### config.mk
export PLATFORM = sky130hd
export DESIGN_NAME = capture_cmd_ctrl
export DESIGN_NICKNAME = d
export VERILOG_FILES = /design/src/rtl/capture_cmd_ctrl.sv
export SDC_FILE = /design/constraint.sdc
export NUM_CORES = 1
export LEC_CHECK = 0
export ABC_CLOCK_PERIOD_IN_PS = 2900
export CAP_MARGIN = 5
export CORE_AREA = 3 3 69 71
export CTS_CLUSTER_DIAMETER = 200
export DETAILED_ROUTE_END_ITERATION = 10
export DIE_AREA = 0 0 72 74
export GPL_ROUTABILITY_DRIVEN = 0
export HOLD_SLACK_MARGIN = 0.08
export PLACE_DENSITY = 0.81
export REMOVE_ABC_BUFFERS = 1
export SYNTH_ARGS = -nofsm -noshare
export SYNTH_HDL_FRONTEND = slang
export SYNTH_SLANG_ARGS = --single-unit
### constraint.sdc
create_clock -name clk -period 2.9 [get_ports clk]
set_input_delay 0.58 -clock clk [delete_from_list [all_inputs] [get_ports clk]]
set_output_delay 0.58 -clock clk [all_outputs]
set_load 0.02 [all_outputs]
### src/rtl/capture_cmd_ctrl.sv
// capture_cmd_ctrl: command sequencer between the UART command receiver and the
// capture engine. Holds the capture configuration, owns capture_done, answers
// commands with ACK/NAK/status bytes and paces channel RAM dumps onto the UART.
module capture_cmd_ctrl #(
    parameter logic [7:0] ACK_BYTE = 8'hA5,
    parameter logic [7:0] NAK_BYTE = 8'hEE,
    parameter int         ADDR_W   = 9
) (
    input  logic              clk,
    input  logic              rst,
    input  logic [15:0]       cmd,
    input  logic              cmd_rdy,
    output logic              clr_cmd_rdy,
    output logic [7:0]        tx_data,
    output logic              tx_start,
    input  logic              tx_done,
    output logic [1:0]        trig_type,
    output logic [ADDR_W-1:0] trig_pos,
    output logic [3:0]        dec_pwr,
    output logic              capture_done,
    input  logic              set_capture_done,
    input  logic              armed,
    output logic              start_dump,
    output logic [1:0]        ch_sel,
    input  logic              send_dump,
    input  logic [7:0]        dump_data,
    output logic              dump_sent,
    input  logic              dump_finished,
    output logic              busy
);

    typedef enum logic [2:0] {
        S_IDLE      = 3'd0,
        S_DECODE    = 3'd1,
        S_RESP      = 3'd2,
        S_RESP_WAIT = 3'd3,
        S_DUMP_REQ  = 3'd4,
        S_DUMP_WAIT = 3'd5,
        S_DUMP_TX   = 3'd6
    } state_t;

    localparam logic [3:0] OP_DUMP     = 4'd1;
    localparam logic [3:0] OP_CFG_TRIG = 4'd2;
    localparam logic [3:0] OP_SET_DEC  = 4'd3;
    localparam logic [3:0] OP_SET_POS  = 4'd4;
    localparam logic [3:0] OP_STATUS   = 4'd5;

    state_t              state_q, state_d;
    logic [15:0]         cmd_q, cmd_d;
    logic [1:0]          trig_type_q, trig_type_d;
    logic [ADDR_W-1:0]   trig_pos_q, trig_pos_d;
    logic [3:0]          dec_pwr_q, dec_pwr_d;
    logic                capture_done_q, capture_done_d;
    logic [1:0]          ch_sel_q, ch_sel_d;
    logic [7:0]          tx_data_q, tx_data_d;
    logic                tx_start_q, tx_start_d;
    logic                clr_cmd_rdy_q, clr_cmd_rdy_d;
    logic                start_dump_q, start_dump_d;
    logic                dump_sent_q, dump_sent_d;
    logic                rearm_hold_q, rearm_hold_d;
    logic                busy_q, busy_d;
    logic                cfg_clear_s;
    logic                unused_s;

    // Reserved command bits carry no meaning for this block.
    assign unused_s = ^cmd_q[11:10];

    // Next-state, register-write and response selection logic.
    always_comb begin
        state_d        = state_q;
        cmd_d          = cmd_q;
        trig_type_d    = trig_type_q;
        trig_pos_d     = trig_pos_q;
        dec_pwr_d      = dec_pwr_q;
        ch_sel_d       = ch_sel_q;
        tx_data_d      = tx_data_q;
        tx_start_d     = 1'b0;
        clr_cmd_rdy_d  = 1'b0;
        start_dump_d   = 1'b0;
        dump_sent_d    = 1'b0;
        // send_dump is still high for the cycle after dump_sent; block it too.
        rearm_hold_d   = dump_sent_q;
        cfg_clear_s    = 1'b0;

        case (state_q)
            S_IDLE: begin
                if (cmd_rdy) begin
                    cmd_d         = cmd;
                    clr_cmd_rdy_d = 1'b1;
                    state_d       = S_DECODE;
                end else begin
                    state_d = S_IDLE;
                end
            end
            S_DECODE: begin
                // Default answer is NAK; legal opcodes override it below.
                tx_data_d  = NAK_BYTE;
                tx_start_d = 1'b1;
                state_d    = S_RESP;
                case (cmd_q[15:12])
                    OP_DUMP: begin
                        if ((cmd_q[9:8] != 2'd0) && capture_done_q) begin
                            tx_data_d    = tx_data_q;
                            tx_start_d   = 1'b0;
                            ch_sel_d     = cmd_q[9:8];
                            start_dump_d = 1'b1;
                            state_d      = S_DUMP_REQ;
                        end else begin
                            tx_data_d = NAK_BYTE;
                        end
                    end
                    OP_CFG_TRIG: begin
                        trig_type_d = cmd_q[1:0];
                        cfg_clear_s = 1'b1;
                        tx_data_d   = ACK_BYTE;
                    end
                    OP_SET_DEC: begin
                        dec_pwr_d = cmd_q[3:0];
                        tx_data_d = ACK_BYTE;
                    end
                    OP_SET_POS: begin
                        trig_pos_d = cmd_q[ADDR_W-1:0];
                        tx_data_d  = ACK_BYTE;
                    end
                    OP_STATUS: begin
                        tx_data_d = {capture_done_q, armed, trig_type_q, dec_pwr_q};
                    end
                    default: begin
                        tx_data_d = NAK_BYTE;
                    end
                endcase
            end
            S_RESP: begin
                state_d = S_RESP_WAIT;
            end
            S_RESP_WAIT: begin
                if (tx_done) begin
                    state_d = S_IDLE;
                end else begin
                    state_d = S_RESP_WAIT;
                end
            end
            S_DUMP_REQ: begin
                state_d = S_DUMP_WAIT;
            end
            S_DUMP_WAIT: begin
                if (dump_finished) begin
                    state_d = S_IDLE;
                end else if (send_dump && !dump_sent_q && !rearm_hold_q) begin
                    tx_data_d  = dump_data;
                    tx_start_d = 1'b1;
                    state_d    = S_DUMP_TX;
                end else begin
                    state_d = S_DUMP_WAIT;
                end
            end
            S_DUMP_TX: begin
                if (tx_done) begin
                    dump_sent_d = 1'b1;
                    state_d     = S_DUMP_WAIT;
                end else begin
                    state_d = S_DUMP_TX;
                end
            end
            default: begin
                state_d = S_IDLE;
            end
        endcase

        // A capture completing in the same cycle as a re-arm wins.
        if (set_capture_done) begin
            capture_done_d = 1'b1;
        end else if (cfg_clear_s) begin
            capture_done_d = 1'b0;
        end else begin
            capture_done_d = capture_done_q;
        end

        busy_d = (state_d != S_IDLE);
    end

    // State and output registers; reset returns everything to idle defaults.
    always_ff @(posedge clk or posedge rst) begin
        if (rst) begin
            state_q        <= S_IDLE;
            cmd_q          <= 16'h0000;
            trig_type_q    <= 2'b00;
            trig_pos_q     <= '0;
            dec_pwr_q      <= 4'h0;
            capture_done_q <= 1'b0;
            ch_sel_q       <= 2'b00;
            tx_data_q      <= 8'h00;
            tx_start_q     <= 1'b0;
            clr_cmd_rdy_q  <= 1'b0;
            start_dump_q   <= 1'b0;
            dump_sent_q    <= 1'b0;
            rearm_hold_q   <= 1'b0;
            busy_q         <= 1'b0;
        end else begin
            state_q        <= state_d;
            cmd_q          <= cmd_d;
            trig_type_q    <= trig_type_d;
            trig_pos_q     <= trig_pos_d;
            dec_pwr_q      <= dec_pwr_d;
            capture_done_q <= capture_done_d;
            ch_sel_q       <= ch_sel_d;
            tx_data_q      <= tx_data_d;
            tx_start_q     <= tx_start_d;
            clr_cmd_rdy_q  <= clr_cmd_rdy_d;
            start_dump_q   <= start_dump_d;
            dump_sent_q    <= dump_sent_d;
            rearm_hold_q   <= rearm_hold_d;
            busy_q         <= busy_d;
        end
    end

    assign clr_cmd_rdy  = clr_cmd_rdy_q;
    assign tx_data      = tx_data_q;
    assign tx_start     = tx_start_q;
    assign trig_type    = trig_type_q;
    assign trig_pos     = trig_pos_q;
    assign dec_pwr      = dec_pwr_q;
    assign capture_done = capture_done_q;
    assign start_dump   = start_dump_q;
    assign ch_sel       = ch_sel_q;
    assign dump_sent    = dump_sent_q;
    assign busy         = busy_q;

endmodule
-- Yosys cells after proc, flatten, opt, wreduce, memory -nomap -nowiden
Cells that the tools add are included.
- word-level logic and storage cells: 74
- register bits after elaboration: 51
- bits of input ports: 32
- reduce and logical (&&, ||, !) cells: 17
- multiplexer cells: 29
- equal/unequal tests: 14
- operators by type and width (operator ; number):
    8-bit 2-to-1 mux ; 3
    8-bit case mux with 3 select lines ; 1
    3-bit case mux with 7 select lines ; 1
    1-bit 2-to-1 mux ; 16
    8-bit case mux with 2 select lines ; 1
    3-bit == test (second input constant) ; 3
    3-bit 2-to-1 mux ; 3
    4-bit by 2-bit == test with 1-bit output (second input constant) ; 2
    4-bit by 3-bit == test with 1-bit output (second input constant) ; 2
    2-bit AND reduction ; 4
    3-bit by 2-bit == test with 1-bit output (second input constant) ; 2
    2-bit 2-to-1 mux ; 3
    2-bit nonzero test ; 3
    4-bit by 1-bit == test with 1-bit output (second input constant) ; 1
    2-bit != test (second input constant) ; 2
    4-bit AND reduction ; 1
    3-bit by 1-bit == test with 1-bit output (second input constant) ; 1
    1-bit logical AND ; 3
    3-bit logical NOT ; 1
    3-bit != test (second input constant) ; 1
    3-bit AND reduction ; 1
    3-bit nonzero test ; 1
    3-bit OR reduction ; 1
    1-bit logical NOT ; 2
    1-bit case mux with 2 select lines ; 1

-- Longest topological paths before layout
- depth after elaboration: 7
- depth in mapped cells: 6

-- Worst setup path after synthesis
OpenSTA, ideal clock, no wires.
- path type: reg-to-reg
- start point: register state_q[2]
- end point: register trig_pos_q[0], in the netlist trig_pos[0]
- stages on the path, launching flop included: 6
- period minus slack after synthesis: 1.949 ns
- setup slack: 0.951 ns
- setup time: 0.125 ns
- arrival: 1.825 ns
- buffers on the path: 2
- path through: dfrtp_1 buf_2 or3b_1 buf_2 nor4b_4 mux2_2
- word-level cells in the longest chain between the ends: 2
- RTL lines (element ; RTL line ; text):
    start: declaration ; 48 ; state_t state_q, state_d;
    start signal: assignment ; 200 ; state_q <= state_d;
    3-bit by 1-bit == test with 1-bit output ; 85 ; case (state_q)
    2-bit AND reduction (no line) ; -- ;
    end signal: assignment ; 203 ; trig_pos_q <= trig_pos_d;
    end: declaration ; 51 ; logic [ADDR_W-1:0] trig_pos_q, trig_pos_d;
No other way between the ends.
A chain may end at the register's enable or synchronous reset.

-- Worst setup path after layout
- start point: register state_q[0]
- end point: register trig_pos_q[2], in the netlist trig_pos[2]
Same word-level chain as after synthesis.

==> metrics.yaml <==
detailed_routing:
  via_per_inst: 5.15
  drt_wl_total_mm: 4.19
  ant_nets: 0
  num_vias: 1422
  post-route-drc-count: 0
  drt_first_pass_iters: 4
  wl_per_cell_um: 15.2
  first_iter_violations: 84
place:
  placed_area_um2: 2760
  numPortBuffers: 60
  dpl.hpwl_mm: 3.14
critical_path:
  worst_setup_path_end_kind: "register"
  rrSetupSlack_ns: 0.69
  crit_start: "state_q[0]$_DFF_PP0_"
  worstReg2RegEnd: "trig_pos[2]$_DFFE_PP0P_"
  worstPathRequired_ns: 3.08
  crit_path_end: "trig_pos[2]$_DFFE_PP0P_"
  r2r-start: "state_q[0]$_DFF_PP0_"
  arrival_ns: 2.40
  start_kind: "register"
  r2r_cells: 3
  critical_path_class: "reg2reg"
  path_max_fanout: 9
cells_and_area:
  drive_gt1_frac: 0.237
  fillers: 345
  diodes: 0
  finish.instance_area_um2: 2900
  synthToLayoutAreaGrowth_pct: 39.0
  finalNetCount: 255
flow_run:
  max_cap_viol_count: 0
floorplan:
  ioPinCount: 63
  core_area_um2: 4290
  die_height_um: 74
  die_w_um: 72
  die_area_um2: 5330
  rows: 24
  start_util: 0.485
clocking:
  cts_setup_buffers: 0
  insertion_delay_ns: 0.29
  cts.sink_count: 49
  cts.path.max_buffers: 2
  cts_inserted_buffers: 5
  ctsResizeCount: 0
  cts_hold_buffers: 0
  clockRootBuffer: "clkbuf_8"
  clk_pin_slew_ns: 0.09
  htreeDepth: 2
  tritoncts: "done"
sta:
  relSlewSlack: 0.467
  hold_viol: 0
  slew_violations: 0
  skew_ns: 0.00467
  max_freq_mhz: 452
  finalSetupViolations: 0
  fin_tns_setup_ns: 0
  period_needed_ns: 2.21
  tightest_slew_ns: 0.798
  rsz0062_at_grt: "false"
  finalCritPeriodShare: 0.764
global_route:
  grt-ovfl-total: 0
  grt_max_degree: 41
  grt_antenna_before_repair: 0
  grt_pass1_wl_mm: 7.17
  grt_usage: 0.178
  grt_pass1_vias: 1528
yosys:
  synth.distinct_cells: 29
  syn_inst: 159
  synth_area_per_cell_um2: 13.1
  synth-seq-cells: 49
  syn_area_um2: 2080
  yosysSeqAreaShare: 0.588
  yosysWarnings: 0
worst_hold_path:
  hold_path.class: "reg2reg"
status:
  status: "finished clean"
power:
  peakVddDrop_mv: 0.481
  p_leak_nw: 1.26
  powerDensity_nw_per_um2: 1010
-- per-layer routing --
| metal | track usage | up-vias | wire length (µm) |
|---|---|---|---|
| li1 | - | 689 | - |
| met1 | 0.227 | 689 | 1820 |
| met2 | 0.290 | 40 | 2060 |
| met3 | 0.0432 | 4 | 243 |
| met4 | 0.0814 | 0 | 63 |
| met5 | 0 | - | 0 |
-- cell usage after synthesis (all sizes together) --
master,instances,area (µm²)
or2,1,6.26
nor2b,2,12.5
a21oi,5,25.0
clkbuf,2,8.75
dfrtp,49,1230
buf,5,25.0
nor2,4,15.0
o22ai,8,50.1
a21o,1,7.51
mux2i,6,60.1
nand2,8,30.0
nor3,2,10.0
or3b,1,8.76
or4b,1,10.0
nor4b,3,53.8
mux2,32,360
inv,11,41.3
nand2b,4,25.0
nand3b,1,7.51
nand3,1,5.00
o21ba,1,10.0
o21ai,5,25.0
nor3b,2,15.0
nor4,1,21.3
o21bai,1,7.51
o2bb2ai,1,8.76
o32ai,1,8.76
-- placed cells by master (no fill, tap or decap), types with 2 or more instances in the layout --
cell,netlist,layout
clkdlybuf4s50_1,0,60
dfrtp_1,49,49
mux2_2,32,32
inv_1,11,10
nand2_1,8,8
o22ai_1,8,8
mux2i_1,6,6
a21oi_1,5,5
o21ai_0,5,5
clkbuf_8,0,5
nand2b_1,4,4
nor2_1,4,4
buf_4,0,4
nor2b_1,2,2
nor4b_4,1,2
nor3_1,2,2
nor3b_1,2,2
bufinv_16,0,2
-- kinds of logic after synthesis --
group	count (synthesis)	share of synthesized area
and+or+nand+nor	31	0.106
muxes	38	0.202
DFF	49	0.588
buffers and inverters	18	0.0360
AOI/OAI and AO/OA	23	0.0684
-- how the worst min path moves through the flow --
stage / cells after the start / from / end / slack (ns)
global route: 0 / dump_sent$_DFF_PP0_ / rearm_hold_q$_DFF_PP0_ / 0.43
finish: 0 / dump_sent$_DFF_PP0_ / rearm_hold_q$_DFF_PP0_ / 0.41
CTS: 0 / dump_sent$_DFF_PP0_ / rearm_hold_q$_DFF_PP0_ / 0.41
floorplan: 1 / cmd_q[4]$_DFFE_PP0P_ / cmd_q[4]$_DFFE_PP0P_ / 0.47
global placement: 0 / dump_sent$_DFF_PP0_ / rearm_hold_q$_DFF_PP0_ / 0.39
detailed placement: 0 / dump_sent$_DFF_PP0_ / rearm_hold_q$_DFF_PP0_ / 0.39
-- registers in the layout (all words and copies together) (netlist names) --
name          flops
rearm_hold_q      1
trig_pos          9
capture_done      1
trig_type         2
tx_data           8
dec_pwr           4
clr_cmd_rdy       1
cmd_q            14
ch_sel            2
dump_sent         1
tx_start          1
state_q           3
start_dump        1
busy              1
-- worst max-delay path, cell delays in order (launching register included) --
cell     delay [ns]
dfrtp_1        0.52
or3b_1         0.54
nor4b_4        0.63
mux2_2         0.41
-- final cells by class --
type	instances	area (µm²)	area share
sequential	49	1230	0.423
multi-input combinational	92	800	0.276
timing repair buffer	64	631	0.218
clock buffer	5	68.8	0.0238
clock inverter	3	65.1	0.0225
tap	52	65.1	0.0225
inverter	11	41.3	0.0143
-- metrics by stage --
stage | power [mW] | setup WS, ns | util | instances | hold slack, ns
final | 2.94 | 0.685 | 0.675 | 276 | 0.406
after global routing | 3.13 | 0.526 | 0.675 | 276 | 0.425
after CTS | 2.98 | 0.666 | 0.675 | 276 | 0.412
after detailed placement | 2.41 | 0.573 | 0.643 | 268 | 0.391
after global placement | 2.38 | 0.645 | 0.643 | 268 | 0.387
after floorplan | 1.89 | 0.511 | - | 152 | 0.475
-- report_power, final --
group	internal (mW)	switching (mW)	leakage [nW]
sequential	0.953	0.223	0.597
combinational	0.653	0.552	0.598
clock	0.342	0.213	0.0681
total	1.95	0.988	1.26
Power figures use the tool's default switching activity.
==> edit: new RTL, same settings <==
Re-encode `state_t` (7 states) as one-hot, 7 bits wide.
--- a/src/rtl/capture_cmd_ctrl.sv
+++ b/src/rtl/capture_cmd_ctrl.sv
@@ -29,14 +29,14 @@
     output logic              busy
 );
 
-    typedef enum logic [2:0] {
-        S_IDLE      = 3'd0,
-        S_DECODE    = 3'd1,
-        S_RESP      = 3'd2,
-        S_RESP_WAIT = 3'd3,
-        S_DUMP_REQ  = 3'd4,
-        S_DUMP_WAIT = 3'd5,
-        S_DUMP_TX   = 3'd6
+    typedef enum logic [6:0] {
+        S_IDLE      = 7'b0000001,
+        S_DECODE    = 7'b0000010,
+        S_RESP      = 7'b0000100,
+        S_RESP_WAIT = 7'b0001000,
+        S_DUMP_REQ  = 7'b0010000,
+        S_DUMP_WAIT = 7'b0100000,
+        S_DUMP_TX   = 7'b1000000
     } state_t;
 
     localparam logic [3:0] OP_DUMP     = 4'd1;
Check against the original RTL: same outputs for any inputs over 10 cycles, from zero or initial values and one cycle with rst high; not proved beyond that.
==> edit against the unedited design <==
- clock skew is 0.0017 ns lower
- total power is 0.98% higher
- sequential cell count is 4 higher
- wire length is 12% higher
- combinational power is 8% higher
- synthesized area is 19% higher
- final area is 11% higher
- worst setup slack better by 0.036 ns
- die area stayed put
- clock power is 26% lower
- via count is 18% higher
==> edit: results <==
set metrics [dict create \
    outcome "complete, no violations" \
    nFillCells 293 \
    cpPeakStageDelay_ns 0.51 \
    dp_hpwl_um 3520 \
    clk_path_buf_depth 2 \
    swShare 0.362 \
    wl_met3_um 316 \
    ff2ff_path_depth 5 \
    synth_area_leaders "dfrtp_1 (53%), mux2_2 (14%), mux2_4 (3.0%), a21oi_1 (2.0%), nor4_4 (1.7%)" \
    p_int_w 0.00189 \
    place_area_um2 3120 \
    grt_pass1_vias 1746 \
    period_share 0.751 \
    seq_area_frac_synth 0.537 \
    slowest_stage "mux2i_4" \
    met3_usage 0.0608 \
    drt-met1-wl_um 2190 \
    layout-drive-gt1-share 0.233 \
    wirelength_um 4680 \
    cts-root-buf "clkbuf_8" \
    startpoint "state_q[5]" \
    dp.cells 301 \
    drtIter0Drc 88 \
    fin_skew_ns 0.00302 \
    globalRouteMet2Util 0.299 \
    grt_pass1_wl_um 8070 \
    hold-worst-slack_ns 0.419 \
    groute.usage.overall 0.196 \
    path_max_fanout 10 \
    routed-wl-met2_um 2140 \
    r2r_slack_ns 0.72 \
    dpl_worst_slack_ns 0.538 \
    yosysUniqueCellTypes 41 \
    grt_use_met1 0.275 \
    pg_seq_w 0.00124 \
    tightest_slew_ns 0.557 \
    final_nets 288 \
    avgViaCountPerCell 5.44 \
    synth_common_cells "dfrtp_1 (52), mux2_2 (31), inv_1 (11)" \
    crit_end "tx_data[0]" \
    cp.arrival_ns 2.37 \
    power.leakage_nw 1.41 \
    timing.rr.start "state_q[5]" \
    vdd_drop_max_uv 607 \
    combPwrFrac 0.442 \
    synth_area_per_cell_um2 12.9 \
    wl_per_cell_um 15.1 \
]
## edit: changes by cell type after synthesis, moves of 5 or more
cell     change
o22ai_1      -7
nand3_1      +6
mux2_4       +5
a21oi_1      +5
## edit: critical path, delay by kind of cell, from the launching register on
kind | cells | cell delay (ns)
AND/OR/NAND/NOR | 2 | 0.57
multiplexers | 2 | 0.85
buffers and inverters | 1 | 0.18
flip-flops | 1 | 0.48
## edit: cells by family after synthesis
logic type      Yosys count  share of synthesized area
compound gates           28                     0.0765
simple gates             51                      0.150
flops                    53                      0.537
mux                      40                      0.193
xor+xnor                  1                    0.00354
buf+inv                  19                     0.0395
## edit: layout make-up
class | count | area (um2) | area share
Timing Repair Buffer | 65 | 638 | 0.199
Sequential cell | 53 | 1330 | 0.414
Inverter | 11 | 41.3 | 0.0129
Multi-Input combinational cell | 120 | 1050 | 0.326
Tap cell | 52 | 65.1 | 0.0203
Clock inverter | 2 | 15.0 | 0.00468
Clock buffer | 6 | 72.6 | 0.0226
